--- src/rtl/instr_loader.sv ---
// instr_loader: fills the 16-bit instruction memory from a big-endian byte
// stream. Two bytes are assembled per word, written once, and summed into a
// running mod-2^16 checksum. The control unit stalls on busy while loading.
module instr_loader #(
    parameter int unsigned AW = 16,
    parameter int unsigned DW = 16
) (
    input  logic          clk,
    input  logic          reset,
    input  logic          start,
    input  logic [AW-1:0] base,
    input  logic [AW-1:0] count,
    input  logic          abort,
    input  logic [7:0]    in_data,
    input  logic          in_valid,
    output logic          in_ready,
    output logic          wr_en,
    output logic [AW-1:0] wr_addr,
    output logic [DW-1:0] wr_data,
    output logic          busy,
    output logic          done,
    output logic          err,
    output logic [15:0]   checksum
);

    typedef enum logic [2:0] {
        S_IDLE = 3'd0,
        S_HI   = 3'd1,
        S_LO   = 3'd2,
        S_WR   = 3'd3,
        S_FIN  = 3'd4
    } state_t;

    state_t        r_state;
    state_t        w_next;
    logic [AW-1:0] r_addr;
    logic [AW-1:0] r_remain;
    logic [7:0]    r_hi;
    logic [DW-1:0] r_data;
    logic [15:0]   r_checksum;
    logic          r_err;
    logic          w_last;

    assign w_last   = (r_remain == AW'(1));
    assign wr_addr  = r_addr;
    assign wr_data  = r_data;
    assign checksum = r_checksum;
    assign err      = r_err;

    // State register; reset drops every strobe decoded from state at once.
    always_ff @(posedge clk or posedge reset) begin
        if (reset) begin
            r_state <= S_IDLE;
        end else begin
            r_state <= w_next;
        end
    end

    // Next-state and strobe decode; abort suppresses the write in WR.
    always_comb begin
        w_next   = r_state;
        in_ready = 1'b0;
        wr_en    = 1'b0;
        busy     = 1'b1;
        done     = 1'b0;
        case (r_state)
            S_IDLE: begin
                busy = 1'b0;
                if (start) begin
                    w_next = (count != '0) ? S_HI : S_FIN;
                end
            end
            S_HI: begin
                in_ready = 1'b1;
                if (abort) begin
                    w_next = S_IDLE;
                end else if (in_valid) begin
                    w_next = S_LO;
                end
            end
            S_LO: begin
                in_ready = 1'b1;
                if (abort) begin
                    w_next = S_IDLE;
                end else if (in_valid) begin
                    w_next = S_WR;
                end
            end
            S_WR: begin
                wr_en = ~abort;
                if (abort) begin
                    w_next = S_IDLE;
                end else begin
                    w_next = w_last ? S_FIN : S_HI;
                end
            end
            S_FIN: begin
                done   = 1'b1;
                w_next = S_IDLE;
            end
            default: begin
                busy   = 1'b0;
                w_next = S_IDLE;
            end
        endcase
    end

    // Datapath: latch load parameters, assemble words, advance address and sum.
    always_ff @(posedge clk or posedge reset) begin
        if (reset) begin
            r_addr     <= '0;
            r_remain   <= '0;
            r_hi       <= '0;
            r_data     <= '0;
            r_checksum <= '0;
            r_err      <= 1'b0;
        end else begin
            case (r_state)
                S_IDLE: begin
                    if (start) begin
                        r_addr     <= base;
                        r_remain   <= count;
                        r_checksum <= '0;
                        r_err      <= 1'b0;
                    end
                end
                S_HI: begin
                    if (abort) begin
                        r_err <= 1'b1;
                    end else if (in_valid) begin
                        r_hi <= in_data;
                    end
                end
                S_LO: begin
                    if (abort) begin
                        r_err <= 1'b1;
                    end else if (in_valid) begin
                        r_data <= DW'({r_hi, in_data});
                    end
                end
                S_WR: begin
                    if (abort) begin
                        r_err <= 1'b1;
                    end else begin
                        r_checksum <= r_checksum + 16'(r_data);
                        r_addr     <= r_addr + AW'(1);
                        r_remain   <= r_remain - AW'(1);
                    end
                end
                default: begin
                end
            endcase
        end
    end

endmodule

--- config.mk ---
export PLATFORM = sky130hd
export DESIGN_NAME = instr_loader
export DESIGN_NICKNAME = d
export VERILOG_FILES = /design/src/rtl/instr_loader.sv
export SDC_FILE = /design/constraint.sdc
export NUM_CORES = 1
export LEC_CHECK = 0
export CORE_UTILIZATION = 46
export DETAILED_ROUTE_END_ITERATION = 6
export PLACE_DENSITY = 0.74
export SLEW_MARGIN = 0
export SYNTH_ARGS = -nofsm -noshare
export SYNTH_HDL_FRONTEND = slang
export SYNTH_SLANG_ARGS = --single-unit
export TNS_END_PERCENT = 50
--- constraint.sdc ---
create_clock -name clk -period 2.2 [get_ports clk]
set_input_delay 0.33 -clock clk [delete_from_list [all_inputs] [get_ports clk]]
set_output_delay 0.33 -clock clk [all_outputs]
set_load 0.005 [all_outputs]
==> results of run 1 <==
## flip-flops by register name, summed over array words and instances, names as in the netlist
register and cells:
r_state 3, wr_addr 16, err 1, checksum 16, wr_data 16, r_remain 16
r_hi 8
## layer usage
layer  up-vias  track usage (%)  part of all wire, %
met5         -                0                    0
met4         0            7.469                  1.6
li1       2088                -                    -
met3        27            6.241                  6.4
met1      2105            33.97                   43
met2       139            42.31                   49
## synth_stat cells, types with 2 or more instances
cell / number
sky130_fd_sc_hd__or4_1: 4
sky130_fd_sc_hd__nor2b_1: 3
sky130_fd_sc_hd__nand3_1: 21
sky130_fd_sc_hd__a22o_1: 4
sky130_fd_sc_hd__and2_1: 4
sky130_fd_sc_hd__nand3b_1: 3
sky130_fd_sc_hd__nor3b_1: 2
sky130_fd_sc_hd__nor3_1: 13
sky130_fd_sc_hd__a32oi_1: 7
sky130_fd_sc_hd__ha_1: 18
sky130_fd_sc_hd__nand4_1: 4
sky130_fd_sc_hd__o21bai_1: 3
sky130_fd_sc_hd__xor2_1: 6
sky130_fd_sc_hd__mux2_2: 14
sky130_fd_sc_hd__o22ai_1: 6
sky130_fd_sc_hd__dfrtp_1: 76
sky130_fd_sc_hd__o31ai_1: 4
sky130_fd_sc_hd__mux2_1: 10
sky130_fd_sc_hd__o21ai_1: 36
sky130_fd_sc_hd__nor2_1: 32
sky130_fd_sc_hd__a31oi_1: 3
sky130_fd_sc_hd__a211oi_1: 3
sky130_fd_sc_hd__a22oi_1: 5
sky130_fd_sc_hd__o21ai_0: 13
sky130_fd_sc_hd__and3_1: 6
sky130_fd_sc_hd__nand2b_1: 5
sky130_fd_sc_hd__a2bb2oi_1: 3
sky130_fd_sc_hd__xnor2_1: 5
sky130_fd_sc_hd__nor4_1: 6
sky130_fd_sc_hd__a21oi_1: 45
sky130_fd_sc_hd__inv_1: 11
sky130_fd_sc_hd__buf_2: 3
sky130_fd_sc_hd__inv_2: 2
sky130_fd_sc_hd__nand2_1: 58
sky130_fd_sc_hd__a21o_1: 3
sky130_fd_sc_hd__mux2i_1: 4
sky130_fd_sc_hd__o211ai_1: 3
sky130_fd_sc_hd__o2111ai_1: 2
sky130_fd_sc_hd__clkbuf_1: 19
sky130_fd_sc_hd__o21a_1: 5
## worst max-delay path: stages, from the launching register on
cell                        delay, ns
sky130_fd_sc_hd__dfrtp_1         0.42
sky130_fd_sc_hd__ha_4            0.26
sky130_fd_sc_hd__a21o_4          0.22
sky130_fd_sc_hd__a2111oi_4       0.32
sky130_fd_sc_hd__o311ai_2        0.19
sky130_fd_sc_hd__and3_1          0.23
sky130_fd_sc_hd__or4_1           0.47
sky130_fd_sc_hd__nand3_1         0.08
## power by group through the flow
stage               Clock [mW]  Sequential, mW  Combinational [mW]
floorplan                    0            2.44                1.76
global placement             0            2.54                3.09
detailed placement           0            2.56                3.17
CTS                       1.37            2.55                3.23
global route              1.42            2.66                3.63
finish                    1.34            2.57                3.30
## cell type report
class                   instances  share of cell area, %
repair buffers                134                  20.86
well taps                     129                  2.612
clock inverters                 4                  1.539
inverters                      13                 0.8505
flip-flops and latches         76                  30.84
multi-input cells             384                  40.79
clock buffers                  12                  2.511
## worst paths after layout
kind,end,depth (start not counted)
setup / recovery,checksum[15],7
hold / removal,r_hi[5],3
setup reg to reg,checksum[15],7
hold reg to reg,wr_data[10],1
max in group asynchronous,r_remain[11],3
min in group clk,wr_data[10],1
## timing repair
item,in CTS,in global routing
setup endpoints to repair,5,8
buffers inserted,0,6
resized for setup,5,9
cloned,0,0
pin swaps,1,6
endpoints found under the hold margin,0,0
## per-stage QoR
| step | cells | cell area (um2) | setup TNS, ns |
|---|---|---|---|
| 2_1_floorplan | 496 | 4514 | -0.01597 |
| 3_3_place_gp | 730 | 5827 | -0.05688 |
| 3_5_place_dp | 730 | 5827 | -0.1515 |
| 4_1_cts | 746 | 6107 | -0.02412 |
| 5_1_grt | 752 | 6178 | -0.1573 |
| 6_report | 752 | 6178 | -0.06112 |
## logic make-up after synthesis
group                    share of synthesized area, %
buffers and inverters                           3.079
multiplexers                                    6.879
flip-flops                                      42.16
XOR/XNOR                                        2.136
AND/OR/NAND/NOR                                 17.98
adder cells (fa/ha/maj)                         5.437
AO/OA/AOI/OAI                                   22.33
==> impl_metrics.sql, run 1 <==
INSERT INTO impl_metrics (metric_group, metric, value, unit) VALUES
('timing', 'fin_crit', '2.261', 'ns'),
('cts', 'clk_latency', '0.35', 'ns'),
('run_status', 'failed_checks', 'negative setup slack', ''),
('route', 'route.detailed.drc', '0', ''),
('route', 'firstDrtPassIters', '4', ''),
('timing', 'timing.final.ws_setup', '-0.06112', 'ns'),
('run', 'timing.max_cap.violations', '0', ''),
('synthesis', 'yosys_warn_count', '0', ''),
('floorplanning', 'fp.dieW', '101.0', 'um'),
('global_route', 'grt_overflow_total', '0', ''),
('floorplanning', 'num_io_pins', '98', ''),
('synthesis', 'synth_top_area_share', '42.16', '%'),
('synthesis', 'post-synth-top-area-cell', 'sky130_fd_sc_hd__dfrtp_1', ''),
('cells_and_area', 'design.final.nets', '682', ''),
('pwr', 'p_sw', '2.668', 'mW'),
('synthesis', 'synthCells', '496', ''),
('cts', 'tritoncts_buffers', '9', ''),
('route', 'viasPerCell', '5.797', ''),
('synthesis', 'post_synth.cell_area_avg', '9.094', 'um2'),
('synthesis', 'ys_top_cells_by_area', 'sky130_fd_sc_hd__dfrtp_1, sky130_fd_sc_hd__a21oi_1, sky130_fd_sc_hd__ha_1, sky130_fd_sc_hd__nand2_1, sky130_fd_sc_hd__o21ai_1', ''),
('pwr', 'clockPowerShare', '18.6', '%'),
('floorplanning', 'row_count', '35', ''),
('cells_and_area', 'antenna_cells_inserted', '0', ''),
('placed_design', 'place.port_buffers', '97', ''),
('cells_and_area', 'area.sequential', '0.001906', 'mm2'),
('critical_path', 'crit_arrival', '2.55', 'ns'),
('critical_path', 'cp_startpoint', 'wr_data[7]', ''),
('critical_path', 'critical_path_required', '2.49', 'ns'),
('timing', 'holdWs', '0.4009', 'ns'),
('floorplanning', 'design.die.area', '0.01021', 'mm2'),
('cells_and_area', 'areaGrowthSynthToFinish', '36.98', '%'),
('cts', 'clock_tree.buffer_depth', '2', ''),
('timing', 'max_clock_skew', '0.01181', 'ns'),
('cts', 'numClockSinks', '76', ''),
('placed_design', 'place.detailed.hpwl', '8681', 'um'),
('route', 'antenna_left', '0', ''),
('critical_path', 'largest_driver_fanout_on_the_critical_path', '4', ''),
('timing', 'transition_time_of_the_tightest_slew_check_pin', '0.4311', 'ns'),
('timing', 'setup_repair_after_global_routing_missed_its_margin', 'true', ''),
('placed_design', 'finalWeightedCongestion', '0.9837', ''),
('cells_and_area', 'mostFrequentLayoutCells', 'sky130_fd_sc_hd__clkdlybuf4s50_1, sky130_fd_sc_hd__dfrtp_1, sky130_fd_sc_hd__nand2_1, sky130_fd_sc_hd__a21oi_1, sky130_fd_sc_hd__o21ai_1', ''),
('cts', 'cts_hold_buf', '0', ''),
('synthesis', 'synth_edf_count', '0', ''),
('cells_and_area', 'mostFrequentLayoutCell', 'sky130_fd_sc_hd__clkdlybuf4s50_1', ''),
('timing', 'slew_headroom', '71.26', '%'),
('synthesis', 'asyncSetResetFlopFracSynth', '100.0', '%'),
('placed_design', 'detailedPlace.worstSlack', '-0.1086', 'ns'),
('pwr', 'ir_drop', '606.5', 'uV'),
('cts', 'cts_tree', 'done', ''),
('critical_path', 'ff2ff_setup_slack', '-0.06', 'ns'),
('cts', 'path_clk_slew', '0.08', 'ns'),
('pwr', 'swShare', '36.97', '%'),
('pwr', 'powerDensity', '1168', 'mW/mm2'),
('global_route', 'grt_pass1_vias', '4130', ''),
('timing', 'setup_viol', '1', ''),
('route', 'routed-via-count', '4359', ''),
('critical_path', 'critical_path_source_type', 'flip-flop', ''),
('synthesis', 'synth_fp_nets', '560', ''),
('global_route', 'grt_start_max_net_pins', '77', ''),
('pwr', 'post-layout-total-power', '7.217', 'mW'),
('global_route', 'grt_pass1_wl', '20550', 'um'),
('synthesis', 'postSynthRegisterBits', '76', ''),
('synthesis', 'post_synth_instance_area', '0.004511', 'mm2'),
('cells_and_area', 'multi_input_logic_area', '0.002520', 'mm2'),
('floorplanning', 'initial_core_util', '48.13', '%'),
('timing', 'timing_hold_violations_final', '0', ''),
('pwr', 'power.leakage', '2.573', 'nW'),
('critical_path', 'crit-reg2reg-launch', 'wr_data[7]', ''),
('run_status', 'status', 'finished, violations left', ''),
('pwr', 'power_frac_comb', '45.8', '%'),
('synthesis', 'synth-seq-area-share', '42.16', '%');
Note: power is estimated with default switching activity, not from simulation.
==> run 2: changes to the inputs <==
--- a/config.mk
+++ b/config.mk
@@ -5,9 +5,11 @@
 export SDC_FILE = /design/constraint.sdc
 export NUM_CORES = 1
 export LEC_CHECK = 0
-export CORE_UTILIZATION = 46
+export CAP_MARGIN = 20
+export CORE_UTILIZATION = 45
 export DETAILED_ROUTE_END_ITERATION = 6
-export PLACE_DENSITY = 0.74
+export PLACE_DENSITY = 0.73
+export SETUP_SLACK_MARGIN = 0.1
 export SLEW_MARGIN = 0
 export SYNTH_ARGS = -nofsm -noshare
 export SYNTH_HDL_FRONTEND = slang
==> impl_metrics.sql, run 2 (synthesis results as in run 1) <==
INSERT INTO impl_metrics (metric_group, metric, value, unit) VALUES
('floorplanning', 'die_height', '102.1', 'um'),
('cells_and_area', 'antenna_cells_inserted', '0', ''),
('critical_path', 'critical_path_required', '2.48', 'ns'),
('cts', 'tritoncts_buffers', '9', ''),
('floorplanning', 'coreArea', '0.009729', 'mm2'),
('cts', 'cts_tree', 'done', ''),
('critical_path', 'timing.critical_path.slowest_cell_delay', '0.40', 'ns'),
('timing', 'max_clock_skew', '0.01185', 'ns'),
('pwr', 'power_report.internal_total', '4.303', 'mW'),
('placed_design', 'finalWeightedCongestion', '0.9496', ''),
('timing', 'fin_crit', '2.165', 'ns'),
('floorplanning', 'row_count', '36', ''),
('worst_hold_path', 'min_path_type', 'input pin to asynchronous set/reset pin', ''),
('run_status', 'status', 'completed', ''),
('global_route', 'grt_pass1_vias', '4109', ''),
('cells_and_area', 'final_cells', '762', ''),
('critical_path', 'crit-reg2reg-launch', 'checksum[7]', ''),
('pwr', 'swShare', '37.97', '%'),
('route', 'first_iter_violations', '261', ''),
('route', 'viasPerCell', '5.749', ''),
('timing', 'layout_worst_path_cycle_share', '98.40', '%'),
('critical_path', 'rr_endpoint', 'checksum[15]', ''),
('pwr', 'post-layout-total-power', '6.937', 'mW'),
('placed_design', 'place.port_buffers', '97', ''),
('critical_path', 'ff2ff_setup_slack', '0.04', 'ns'),
('route', 'drt-wirelength-per-cell', '16.46', 'um'),
('cts', 'numClockSinks', '76', ''),
('pwr', 'powerDensity', '1123', 'mW/mm2'),
('floorplanning', 'design.die.area', '0.01043', 'mm2'),
('pwr', 'ir_drop', '671.6', 'uV'),
('timing', 'clock.fmax', '461.9', 'MHz'),
('pwr', 'power.leakage', '2.584', 'nW'),
('timing', 'timing_hold_violations_final', '0', ''),
('route', 'route.detailed.drc', '0', ''),
('floorplanning', 'fp.dieW', '102.1', 'um'),
('critical_path', 'worstSetupEndpointType', 'flip-flop', ''),
('placed_design', 'post_place_cells', '738', ''),
('route', 'antenna_left', '0', ''),
('route', 'firstDrtPassIters', '5', ''),
('floorplanning', 'num_io_pins', '98', ''),
('global_route', 'grt_pass1_wl', '20020', 'um'),
('cells_and_area', 'fillerInstances', '816', ''),
('critical_path', 'crit_path_cells', 'ha_1, a21o_1, a2111oi_4, o311ai_2, and3_1, or4_1, nand3_1', ''),
('timing', 'setup_viol', '0', ''),
('global_route', 'grt_overflow_total', '0', ''),
('critical_path', 'reg2regPathDepth', '7', ''),
('timing', 'slew_viol_final', '0', ''),
('cells_and_area', 'mostFrequentLayoutCell', 'sky130_fd_sc_hd__clkdlybuf4s50_1', ''),
('cts', 'clk_latency', '0.35', 'ns'),
('timing', 'setup_repair_after_global_routing_missed_its_margin', 'true', ''),
('route', 'final_routed_wirelength', '12540', 'um'),
('timing', 'slew_headroom', '70.83', '%'),
('critical_path', 'critical_path_source_type', 'flip-flop', ''),
('critical_path', 'cp_slowest_cell', 'sky130_fd_sc_hd__or4_1', ''),
('cells_and_area', 'design.final.nets', '690', ''),
('cts', 'clock_tree.htree_level_count', '3', ''),
('critical_path', 'cpLargestDelayFamily', 'simple AND/OR/NAND/NOR gates', ''),
('critical_path', 'path_buf_inv', '0', ''),
('global_route', 'track_usage', '24.66', '%'),
('critical_path', 'path_class', 'flip-flop to flip-flop', ''),
('run', 'timing.max_cap.violations', '0', ''),
('cts', 'path_clk_slew', '0.07', 'ns'),
('global_route', 'antenna_found_initial', '0', ''),
('placed_design', 'place.detailed.hpwl', '8723', 'um'),
('cells_and_area', 'areaGrowthSynthToFinish', '36.98', '%'),
('cells_and_area', 'mostFrequentLayoutCells', 'sky130_fd_sc_hd__clkdlybuf4s50_1, sky130_fd_sc_hd__dfrtp_1, sky130_fd_sc_hd__nand2_1, sky130_fd_sc_hd__a21oi_1, sky130_fd_sc_hd__buf_4', ''),
('placed_design', 'detailedPlace.worstSlack', '0.001966', 'ns'),
('pwr', 'p_sw', '2.634', 'mW'),
('timing', 'transition_time_of_the_tightest_slew_check_pin', '0.4335', 'ns'),
('pwr', 'seqPwrFrac', '37.0', '%'),
('critical_path', 'crit_arrival', '2.44', 'ns'),
('pwr', 'power_frac_comb', '48.6', '%'),
('cts', 'clock_tree.buffer_depth', '2', ''),
('cts', 'cts_hold_buf', '0', ''),
('global_route', 'grt_start_max_net_pins', '77', ''),
('pwr', 'clockPowerShare', '14.4', '%'),
('floorplanning', 'initial_core_util', '46.36', '%'),
('critical_path', 'largest_driver_fanout_on_the_critical_path', '2', ''),
('timing', 'timing.final.ws_setup', '0.03525', 'ns'),
('cells_and_area', 'layout-drive-gt1-share', '14.79', '%'),
('route', 'routed-via-count', '4381', ''),
('cts', 'clock_tree.root_cell', 'sky130_fd_sc_hd__clkbuf_8', '');
run 2: changes by cell type in the layout (fill, tap and decap cells not counted), sizes merged:
cell / previous run / this run
buf: 37 / 45
bufinv: 3 / 1
clkbuf: 12 / 11
clkinv: 1 / 2
run 2: final cells by class:
type	count	area [um2]	area share, %
repair buffers	142	1361	22.03
inverters	13	52.55	0.8505
flip-flops and latches	76	1906	30.84
clock buffers	11	131.4	2.126
multi-input cells	384	2521	40.81
clock inverters	3	40.04	0.6480
well taps	133	166.4	2.693
run 2: repair_timing:
item	4_1_cts	5_1_grt
setup endpoints to repair	9	11
pin swaps	9	13
gates resized for setup	6	11
buffers inserted	3	7
run 2: power groups by stage:
stage | combinational, mW | sequential, mW | clock (mW)
floorplan | 1.76 | 2.44 | 0
global placement | 3.15 | 2.53 | 0
detailed placement | 3.22 | 2.56 | 0
CTS | 3.29 | 2.54 | 1.03
global route | 3.73 | 2.64 | 1.10
finish | 3.37 | 2.57 | 1.00
run 2: worst max-delay path by stage:
stage | cells past startpoint | endpoint | slack, ns | from
3_3_place_gp | 7 | checksum[15] | 0.04 | wr_data[7]
4_1_cts | 7 | checksum[15] | 0.009 | checksum[7]
3_5_place_dp | 7 | checksum[15] | 0.002 | wr_data[7]
5_1_grt | 7 | checksum[15] | -0.06 | wr_data[3]
2_1_floorplan | 7 | checksum[15] | -0.02 | wr_data[7]
6_report | 7 | checksum[15] | 0.04 | checksum[7]
run 2: tightest hold or removal path, delay by kind of cell:
family	cells	cell delay, ns
buffers and inverters	3	0.87
run 2: stage by stage:
| stage | hold slack, ns | area [um2] | setup TNS, ns | util, % |
|---|---|---|---|---|
| global placement | 0.4582 | 5874 | 0 | 60.38 |
| CTS | 0.4563 | 6091 | 0 | 62.60 |
| floorplan | 0.4522 | 4514 | -0.01597 | - |
| detailed placement | 0.4734 | 5874 | 0 | 60.38 |
| global route | 0.4593 | 6178 | -0.1100 | 63.50 |
| finish | 0.4333 | 6178 | 0 | 63.50 |
run 2: routing by layer:
layer  global-route usage [%]  share of wire [%]  vias up
met1                    32.66                 44     2136
met4                    5.934                1.1        0
met3                    5.677                6.0       13
met5                        0                  0        -
li1                         -                  -     2093
met2                    40.99                 49      139
